$ cat src/rtl/pxs_pkg.sv
// Shared definitions for the RGB pixel-stream pipeline: stream field layout,
// beat payload struct, pattern encodings and 640x480@60 raster timing.
package pxs_pkg;

   localparam int unsigned STREAM_W = 26;
   localparam int unsigned CNT_W    = 10;

   localparam int unsigned ACTIVE   = 0;
   localparam int unsigned VS       = 1;
   localparam int unsigned HS       = 2;
   localparam int unsigned YC_LSB   = 3;
   localparam int unsigned YC_MSB   = 12;
   localparam int unsigned XC_LSB   = 13;
   localparam int unsigned XC_MSB   = 22;
   localparam int unsigned R        = 23;
   localparam int unsigned G        = 24;
   localparam int unsigned B        = 25;
   localparam int unsigned RGB_LSB  = 23;
   localparam int unsigned RGB_MSB  = 25;
   localparam int unsigned VGA_LSB  = 0;
   localparam int unsigned VGA_MSB  = 2;

   localparam int unsigned VGA_H_ACTIVE = 640;
   localparam int unsigned VGA_H_FP     = 16;
   localparam int unsigned VGA_H_SYNC   = 96;
   localparam int unsigned VGA_H_BP     = 48;
   localparam int unsigned VGA_V_ACTIVE = 480;
   localparam int unsigned VGA_V_FP     = 10;
   localparam int unsigned VGA_V_SYNC   = 2;
   localparam int unsigned VGA_V_BP     = 33;

   typedef enum logic [1:0] {
      PAT_SOLID   = 2'd0,
      PAT_BARS    = 2'd1,
      PAT_CHECKER = 2'd2,
      PAT_FRAME   = 2'd3
   } pxs_pattern_e;

   // Packs MSB-first so the struct bit positions equal the stream field positions.
   typedef struct packed {
      logic [2:0]       rgb;     // {B,G,R}
      logic [CNT_W-1:0] xc;
      logic [CNT_W-1:0] yc;
      logic             hs;
      logic             vs;
      logic             active;
   } pxs_beat_t;

   function automatic logic in_window(input logic [CNT_W-1:0] v,
                                      input logic [CNT_W-1:0] lo,
                                      input logic [CNT_W-1:0] hi);
      return (v >= lo) && (v < hi);
   endfunction

endpackage

$ cat src/rtl/pxs_raster_counter.sv
// Horizontal/vertical raster counters with registered end-of-line and
// end-of-frame flags describing the current counter state.
module pxs_raster_counter
   import pxs_pkg::*;
#(
   parameter int unsigned H_TOTAL = 800,
   parameter int unsigned V_TOTAL = 525
) (
   input  logic             clk_i,
   input  logic             reset_i,
   output logic [CNT_W-1:0] hc_o,
   output logic [CNT_W-1:0] vc_o,
   output logic             line_end_o,
   output logic             frame_end_o
);

   localparam logic [CNT_W-1:0] H_LAST = CNT_W'(H_TOTAL - 1);
   localparam logic [CNT_W-1:0] V_LAST = CNT_W'(V_TOTAL - 1);

   logic [CNT_W-1:0] hc_q, hc_d;
   logic [CNT_W-1:0] vc_q, vc_d;
   logic             line_end_q, line_end_d;
   logic             frame_end_q, frame_end_d;

   // Flags are precomputed from the next state so they align with hc_q/vc_q.
   always_comb begin
      hc_d = hc_q + 1'b1;
      vc_d = vc_q;
      if (line_end_q) begin
         hc_d = '0;
         vc_d = frame_end_q ? '0 : vc_q + 1'b1;
      end
      line_end_d  = (hc_d == H_LAST);
      frame_end_d = (hc_d == H_LAST) && (vc_d == V_LAST);
   end

   always_ff @(posedge clk_i) begin
      if (reset_i) begin
         hc_q        <= '0;
         vc_q        <= '0;
         line_end_q  <= 1'b0;
         frame_end_q <= 1'b0;
      end else begin
         hc_q        <= hc_d;
         vc_q        <= vc_d;
         line_end_q  <= line_end_d;
         frame_end_q <= frame_end_d;
      end
   end

   assign hc_o        = hc_q;
   assign vc_o        = vc_q;
   assign line_end_o  = line_end_q;
   assign frame_end_o = frame_end_q;

endmodule

$ cat src/rtl/pxs_vga_source.sv
// Head of the pixel-stream pipeline: VGA raster timing plus a selectable
// test-pattern colour, emitted as one registered stream beat per pixel clock.
module pxs_vga_source
   import pxs_pkg::*;
#(
   parameter int unsigned H_ACTIVE = VGA_H_ACTIVE,
   parameter int unsigned H_FP     = VGA_H_FP,
   parameter int unsigned H_SYNC   = VGA_H_SYNC,
   parameter int unsigned H_BP     = VGA_H_BP,
   parameter int unsigned V_ACTIVE = VGA_V_ACTIVE,
   parameter int unsigned V_FP     = VGA_V_FP,
   parameter int unsigned V_SYNC   = VGA_V_SYNC,
   parameter int unsigned V_BP     = VGA_V_BP,
   parameter logic        HS_POL   = 1'b0,
   parameter logic        VS_POL   = 1'b0,
   parameter logic [2:0]  color_bg = 3'b000
) (
   input  logic                px_clk,
   input  logic                reset,
   input  logic [1:0]          pattern,
   output logic [STREAM_W-1:0] RGBStr_o,
   output logic                frame_o
);

   localparam int unsigned H_TOTAL = H_ACTIVE + H_FP + H_SYNC + H_BP;
   localparam int unsigned V_TOTAL = V_ACTIVE + V_FP + V_SYNC + V_BP;
   localparam int unsigned BAR_W   = H_ACTIVE / 8;

   localparam logic [CNT_W-1:0] H_ACT_C  = CNT_W'(H_ACTIVE);
   localparam logic [CNT_W-1:0] V_ACT_C  = CNT_W'(V_ACTIVE);
   localparam logic [CNT_W-1:0] HS_START = CNT_W'(H_ACTIVE + H_FP);
   localparam logic [CNT_W-1:0] HS_END   = CNT_W'(H_ACTIVE + H_FP + H_SYNC);
   localparam logic [CNT_W-1:0] VS_START = CNT_W'(V_ACTIVE + V_FP);
   localparam logic [CNT_W-1:0] VS_END   = CNT_W'(V_ACTIVE + V_FP + V_SYNC);
   localparam logic [CNT_W-1:0] BAR_LAST = CNT_W'(BAR_W - 1);

   logic [CNT_W-1:0] hc;
   logic [CNT_W-1:0] vc;
   logic             line_end;
   logic             frame_end;

   logic [CNT_W-1:0] bar_px_q, bar_px_d;
   logic [2:0]       bar_idx_q, bar_idx_d;
   logic [7:0]       frame_cnt_q, frame_cnt_d;
   pxs_pattern_e     pat_q, pat_d;
   pxs_beat_t        beat_q, beat_d;
   logic             frame_q, frame_d;
   logic             active_c;
   logic [2:0]       pat_rgb_c;

   pxs_raster_counter #(
      .H_TOTAL (H_TOTAL),
      .V_TOTAL (V_TOTAL)
   ) u_raster (
      .clk_i       (px_clk),
      .reset_i     (reset),
      .hc_o        (hc),
      .vc_o        (vc),
      .line_end_o  (line_end),
      .frame_end_o (frame_end)
   );

   // Bar sub-counter shadows hc: position within the bar and the bar index.
   always_comb begin
      bar_px_d  = bar_px_q + 1'b1;
      bar_idx_d = bar_idx_q;
      if (line_end) begin
         bar_px_d  = '0;
         bar_idx_d = '0;
      end else if (bar_px_q == BAR_LAST) begin
         bar_px_d  = '0;
         bar_idx_d = bar_idx_q + 3'd1;
      end
   end

   // Pattern select and frame counter only move at the frame wrap.
   always_comb begin
      pat_d       = pat_q;
      frame_cnt_d = frame_cnt_q;
      if (frame_end) begin
         pat_d       = pxs_pattern_e'(pattern);
         frame_cnt_d = frame_cnt_q + 8'd1;
      end
   end

   always_comb begin
      active_c  = (hc < H_ACT_C) && (vc < V_ACT_C);
      pat_rgb_c = color_bg;
      case (pat_q)
         PAT_SOLID:   pat_rgb_c = color_bg;
         PAT_BARS:    pat_rgb_c = bar_idx_q;
         PAT_CHECKER: pat_rgb_c = (hc[3] ^ vc[3]) ? 3'b111 : color_bg;
         PAT_FRAME:   pat_rgb_c = frame_cnt_q[7:5];
         default:     pat_rgb_c = color_bg;
      endcase

      beat_d.rgb    = active_c ? pat_rgb_c : 3'b000;
      beat_d.xc     = hc;
      beat_d.yc     = vc;
      beat_d.hs     = in_window(hc, HS_START, HS_END) ? HS_POL : ~HS_POL;
      beat_d.vs     = in_window(vc, VS_START, VS_END) ? VS_POL : ~VS_POL;
      beat_d.active = active_c;
      frame_d       = (hc == '0) && (vc == '0);
   end

   always_ff @(posedge px_clk) begin
      if (reset) begin
         bar_px_q    <= '0;
         bar_idx_q   <= '0;
         frame_cnt_q <= '0;
         pat_q       <= pxs_pattern_e'(pattern);
         beat_q      <= '{rgb: 3'b000, xc: '0, yc: '0, hs: ~HS_POL, vs: ~VS_POL, active: 1'b0};
         frame_q     <= 1'b0;
      end else begin
         bar_px_q    <= bar_px_d;
         bar_idx_q   <= bar_idx_d;
         frame_cnt_q <= frame_cnt_d;
         pat_q       <= pat_d;
         beat_q      <= beat_d;
         frame_q     <= frame_d;
      end
   end

   assign RGBStr_o = beat_q;
   assign frame_o  = frame_q;

endmodule

$ cat config.mk
export PLATFORM = sky130hd
export DESIGN_NAME = pxs_vga_source
export DESIGN_NICKNAME = d
export VERILOG_FILES = /design/src/rtl/pxs_pkg.sv /design/src/rtl/pxs_raster_counter.sv /design/src/rtl/pxs_vga_source.sv
export SDC_FILE = /design/constraint.sdc
export NUM_CORES = 1
export LEC_CHECK = 0
export CAP_MARGIN = 15
export CELL_PAD_IN_SITES_DETAIL_PLACEMENT = 0
export CELL_PAD_IN_SITES_GLOBAL_PLACEMENT = 1
export CORE_ASPECT_RATIO = 1.1
export CORE_MARGIN = 2
export CORE_UTILIZATION = 46
export DETAILED_ROUTE_END_ITERATION = 10
export GPL_TIMING_DRIVEN = 0
export PLACE_DENSITY = 0.83
export SETUP_SLACK_MARGIN = 0.05
export SLEW_MARGIN = 0
export SYNTH_ARGS = -nofsm -noshare
export SYNTH_HDL_FRONTEND = slang
export SYNTH_SLANG_ARGS = --single-unit
$ cat constraint.sdc
create_clock -name px_clk -period 6.52 [get_ports px_clk]
set_clock_uncertainty 0.15 [all_clocks]
set_input_delay 1.956 -clock px_clk [delete_from_list [all_inputs] [get_ports px_clk]]
set_output_delay 1.956 -clock px_clk [all_outputs]
set_load 0.02 [all_outputs]
; ---- Word-level counts from Yosys, hierarchy flattened
; Cells that the tools add are included.
[op_classes]
n_addsub = 5
n_lt_le_gt_ge = 6
n_eq_ne = 6
mux = 9
bitwise_logic = 2
n_reduce_logical = 12
[op_table]
columns = operator, n
row1 = $add 10x1->10 const B, 3
row2 = $mux 10, 3
row3 = $eq 10x10->1 const B, 2
row4 = $logic_not 10->1, 2
row5 = $lt 10x10->1 const B, 2
row6 = $lt 10x9->1 const B, 2
row7 = $pmux 3 s4, 1
row8 = $eq 10x7->1 const B, 1
row9 = $ge 10x10->1 const B, 1
row10 = $ge 10x9->1 const B, 1
row11 = $add 8x1->8 const B, 1
row12 = $logic_and 1x1->1, 5
row13 = $eq 2x2->1 const B, 2
row14 = $mux 2, 2
row15 = $reduce_or 2->1, 2
row16 = $add 3x1->3 const B, 1
row17 = $mux 3, 1
row18 = $reduce_or 3->1, 1
row19 = $eq 2x1->1 const B, 1
row20 = $logic_not 2->1, 1
row21 = $mux 1, 2
row22 = $reduce_bool 2->1, 1
row23 = $not 1->1, 1
row24 = $xor 1x1->1, 1
[word_totals]
ff_bits = 72
in_bits = 4
out_inout_bits = 27
word_cells = 55

; ---- Logic depth before layout (Yosys ltp)
[depth]
depth_word = 5
ltp_mapped = 6

; ---- By module
; A second synthesis with hierarchy kept.
[unflattened]
cells_unflattened = 330
hier_area_um2 = 3025.4
[by_module_without_submodules]
columns = mod, instances, cells_per_inst, area_each_um2, seq_area_each_um2
row1 = pxs_vga_source, 1, 191, 1871.8, 1021.0
row2 = pxs_raster_counter, 1, 139, 1153.6, 440.4

; ---- Least setup slack after synthesis
; OpenSTA, ideal clock, no wires.
[synth_path]
path_type = input-to-reg
startpoint = in reset
endpoint = reg u_raster.frame_end_q (netlist: u_raster.frame_end_o)
setup_time_ns = 0.088
t_arrival_ns = 3.197
required_ns = 6.282
slack_ns = 3.085
path_stages = 6
path_buffers = 1
cell_sequence = clkbuf_1 nor2_1 and2_1 nand4_1 or4b_1 nor4_2
[synth_rtl]
columns = element, line
row1 = "start, declared", pxs_vga_source.sv:19  ; input logic reset,
row2 = "end signal, assigned", pxs_raster_counter.sv:47  ; frame_end_q <= frame_end_d;
row3 = "end, declared", pxs_raster_counter.sv:23  ; logic frame_end_q, frame_end_d;

==> reports/qor.tcl <==
set qor(tritoncts_num_sinks) 72
set qor(dieHeight_microns) 86.76
set qor(worst_r2r_endpoint) {u_raster.frame_end_o}
set qor(cts_root_buf) {sky130_fd_sc_hd__clkbuf_8}
set qor(dominantRegCellSynth) {sky130_fd_sc_hd__dfxtp_1}
set qor(filler_cell_count) 568
set qor(hold_start) {bar_px_q[0]}
set qor(ioPinCount) 31
set qor(irDropWorstVdd_v) 0.0001442
set qor(routed_antenna_nets) 0
set qor(tritoncts.num_buffers) 9
set qor(synth_area_sq_um) 2864
set qor(port-buffer-count) 29
set qor(fin_worst_hold_slack_ns) 0.3262
set qor(hold_end) {bar_px_q[0]}
set qor(final_core_util_pct) 57.47
set qor(dp.cells) 413
set qor(synth_largest_type_area_fraction_pct) 48.93
set qor(design_area_sq_um) 3495
set qor(floorplan.die.width_microns) 79.24
set qor(first_global_vias) 2027
set qor(crit_arrival_ns) 3.53
set qor(worstSkewPairLatency_ns) 0.34
set qor(most_used_standard_cell_by_instance_count_after_synthesis) {sky130_fd_sc_hd__dfxtp_1}
set qor(standard_cell_row_count) 30
set qor(grt_antenna_before_repair) 0
set qor(unique_masters_post_synth) 41
set qor(postSynthCellCount) 304
set qor(postSynthRegisterBits) 72
set qor(wire_per_inst_microns) 12.85
set qor(period_share_pct) 52.50
set qor(postLayoutSetupSlackWorst_ns) 3.097
set qor(synth.yosys.warnings) 0
set qor(number_of_nets_in_the_layout) 355
set qor(hold_viol_final) 0
set qor(finalPower_uw) 894.3
set qor(holdCritPathClass) {reg2reg}
set qor(ctsHoldBuffers) 0
set qor(synth_fp_nets) 315
set qor(cts_resized) 0
set qor(synth-seq-area-share_pct) 51.03
set qor(routed_wl_microns) 5513
set qor(reg2reg_slack_ns) 4.21
set qor(timing.final.max_slew_violations) 0
set qor(grt_setup_unrepaired) {false}
set qor(finalSetupTns_ns) 0
set qor(drt-pass1-iter-count) 4
set qor(buffers_inserted_by_post_cts_timing_repair) 0
set qor(critical_path.endpoint_type) {register}
set qor(h-tree-depth) 3
set qor(cellPowerDensity_nw_per_um2) 255.9
set qor(multi_input_comb_area_sq_um) 1303
set qor(timing.hold.worst_path_depth) 1
set qor(avgViaCountPerCell) 4.991
set qor(synth-edff-count) 2
set qor(max_slew.worst_pin.slew_ns) 0.5503
set qor(initialDrtViolationCount) 72
set qor(period_minus_slack_ns) 3.423
set qor(route.vias.total) 2141
set qor(detailed_place_hpwl_microns) 3952
set qor(coreArea_sq_um) 6081
set qor(timing.reg2reg.worst_path_depth) 6
set qor(placed_cell_area_sq_um) 3254
set qor(synth-async-reset-ratio_pct) 0
set qor(synthToLayoutAreaGrowth_pct) 22.02
set qor(finalSetupViolations) 0
set qor(cts.reportedPaths.clkPinSlew_ns) 0.07
set qor(status) {finished, final reports clean}
set qor(commonest_cells_in_the_synthesized_netlist) {sky130_fd_sc_hd__dfxtp_1, sky130_fd_sc_hd__nor2_1, sky130_fd_sc_hd__nand2_1}
set qor(route.detailed.drc) 0
set qor(floorplan.initialDensity_pct) 47.10
set qor(postSynthAreaPerCell_sq_um) 9.421
set qor(critPathKind) {in2reg}
set qor(required_time_at_the_worst_slack_endpoint_ns) 6.62
set qor(grt_start_max_net_pins) 13
set qor(fmaxAchievable_mhz) 292.2
set qor(final-seq-area_sq_um) 1461
set qor(synth_largest_area_cell) {sky130_fd_sc_hd__dfxtp_1}
set qor(maxCapViolations) 0
set qor(clock_buffer_depth) 2
set qor(gr-total-overflow) 0
set qor(insertedDiodeCount) 0
set qor(worst_slew_margin_rel_pct) 63.31
set qor(worst-path-max-fanout) 10
set qor(cellLeakagePower_nw) 1.322
set qor(overall_fraction_of_global_route_tracks_in_use_pct) 17.85
set qor(kind_of_start_point_of_the_critical_path) {input port}
set qor(gpl.final_weighted_congestion) 0.7857
set qor(tritoncts) {built}
set qor(synthTopCellsByArea) {sky130_fd_sc_hd__dfxtp_1, sky130_fd_sc_hd__nor2_1, sky130_fd_sc_hd__xnor2_1, sky130_fd_sc_hd__xor2_1, sky130_fd_sc_hd__nor2b_1}
set qor(finish.cell_count_without_fillers) 429
set qor(detailedPlace.worstSlack_ns) 2.782
set qor(grt_pass1_wl_microns) 9425
set qor(design.die.area_sq_um) 6874
set qor(regToRegStartpoint) {u_raster.vc_o[0]}
set qor(drive_above_1_share_pct) 8.309
## per-layer routing
layer,GRT usage [%],part of all wire [%],wire (microns)
met5,0,0,0
met2,28.35,47,2613
met3,3.958,3.2,177
met1,22.51,48,2629
met4,9.875,1.7,92
## kinds of logic (layout without fill, tap and decap cells)
kind of cell	Yosys count	after routing	synth area share (%)
AND/OR/NAND/NOR	141	141	25.38
flip-flops	72	72	51.03
XOR/XNOR	30	30	9.174
AO/OA/AOI/OAI	24	24	4.937
buffers and inverters	22	67	3.495
multiplexers	8	8	2.927
adder cells (fa/ha/maj)	7	7	3.058
## worst max-delay path, stage by stage
cell,delay (ns)
sky130_fd_sc_hd__clkbuf_1,0.21
sky130_fd_sc_hd__nor2_1,0.30
sky130_fd_sc_hd__and2_1,0.20
sky130_fd_sc_hd__nand4_1,0.09
sky130_fd_sc_hd__or4b_1,0.52
sky130_fd_sc_hd__nor4_2,0.25
## cell usage in the layout (no fill, tap or decap), types with 2 or more instances in the layout
cell type | Yosys | routed
sky130_fd_sc_hd__a21oi_1 | 10 | 10
sky130_fd_sc_hd__a31oi_1 | 2 | 2
sky130_fd_sc_hd__and3_1 | 3 | 3
sky130_fd_sc_hd__buf_2 | 2 | 2
sky130_fd_sc_hd__buf_6 | 2 | 2
sky130_fd_sc_hd__bufinv_16 | 0 | 2
sky130_fd_sc_hd__clkbuf_1 | 7 | 8
sky130_fd_sc_hd__clkbuf_8 | 0 | 10
sky130_fd_sc_hd__clkdlybuf4s50_1 | 0 | 29
sky130_fd_sc_hd__dfxtp_1 | 70 | 70
sky130_fd_sc_hd__edfxtp_1 | 2 | 2
sky130_fd_sc_hd__ha_1 | 7 | 7
sky130_fd_sc_hd__inv_1 | 11 | 11
sky130_fd_sc_hd__mux2_2 | 3 | 3
sky130_fd_sc_hd__mux2i_1 | 5 | 5
sky130_fd_sc_hd__nand2_1 | 19 | 19
sky130_fd_sc_hd__nand2b_1 | 3 | 3
sky130_fd_sc_hd__nand3_1 | 14 | 14
sky130_fd_sc_hd__nand4_1 | 8 | 8
sky130_fd_sc_hd__nor2_1 | 53 | 53
sky130_fd_sc_hd__nor2b_1 | 15 | 15
sky130_fd_sc_hd__nor3_1 | 3 | 3
sky130_fd_sc_hd__nor4_1 | 4 | 4
sky130_fd_sc_hd__o21ai_0 | 6 | 6
sky130_fd_sc_hd__or2_2 | 3 | 3
sky130_fd_sc_hd__or3_1 | 5 | 5
sky130_fd_sc_hd__or4b_1 | 2 | 2
sky130_fd_sc_hd__xnor2_1 | 16 | 16
sky130_fd_sc_hd__xor2_1 | 14 | 14
## worst max-delay path by stage
stage / startpoint / endpoint / slack, ns / cells past startpoint
6_report: reset / u_raster.frame_end_o / 3.10 / 6
5_1_grt: reset / u_raster.frame_end_o / 3.03 / 6
3_3_place_gp: reset / u_raster.frame_end_o / 2.81 / 6
4_1_cts: RGBStr_o[15] / RGBStr_o[15] / 3.11 / 1
3_5_place_dp: reset / u_raster.frame_end_o / 2.78 / 6
2_1_floorplan: reset / u_raster.frame_end_o / 3.09 / 6
## power by group
group,internal [mW],leakage (nW),switching (mW)
combinational,0.0128,0.615,0.0192
clock,0.249,0.122,0.159
sequential,0.449,0.586,0.00553
## area by class of cell
class | count | area share [%]
sequential | 72 | 41.82
tap | 80 | 2.864
timing repair buffer | 29 | 8.306
inverter | 11 | 1.182
multi-input combinational | 210 | 37.27
clock buffer | 12 | 4.762
buffer | 11 | 1.683
clock inverter | 4 | 2.112
## flip-flops by register name, indices dropped and copies added, names as in the netlist
register              cells
u_raster.frame_end_o      1
bar_px_q                 10
frame_o                   1
frame_cnt_q               8
RGBStr_o                 26
u_raster.hc_o            10
pat_q                     2
u_raster.vc_o            10
bar_idx_q                 3
u_raster.line_end_o       1
Power figures use the tool's default switching activity.
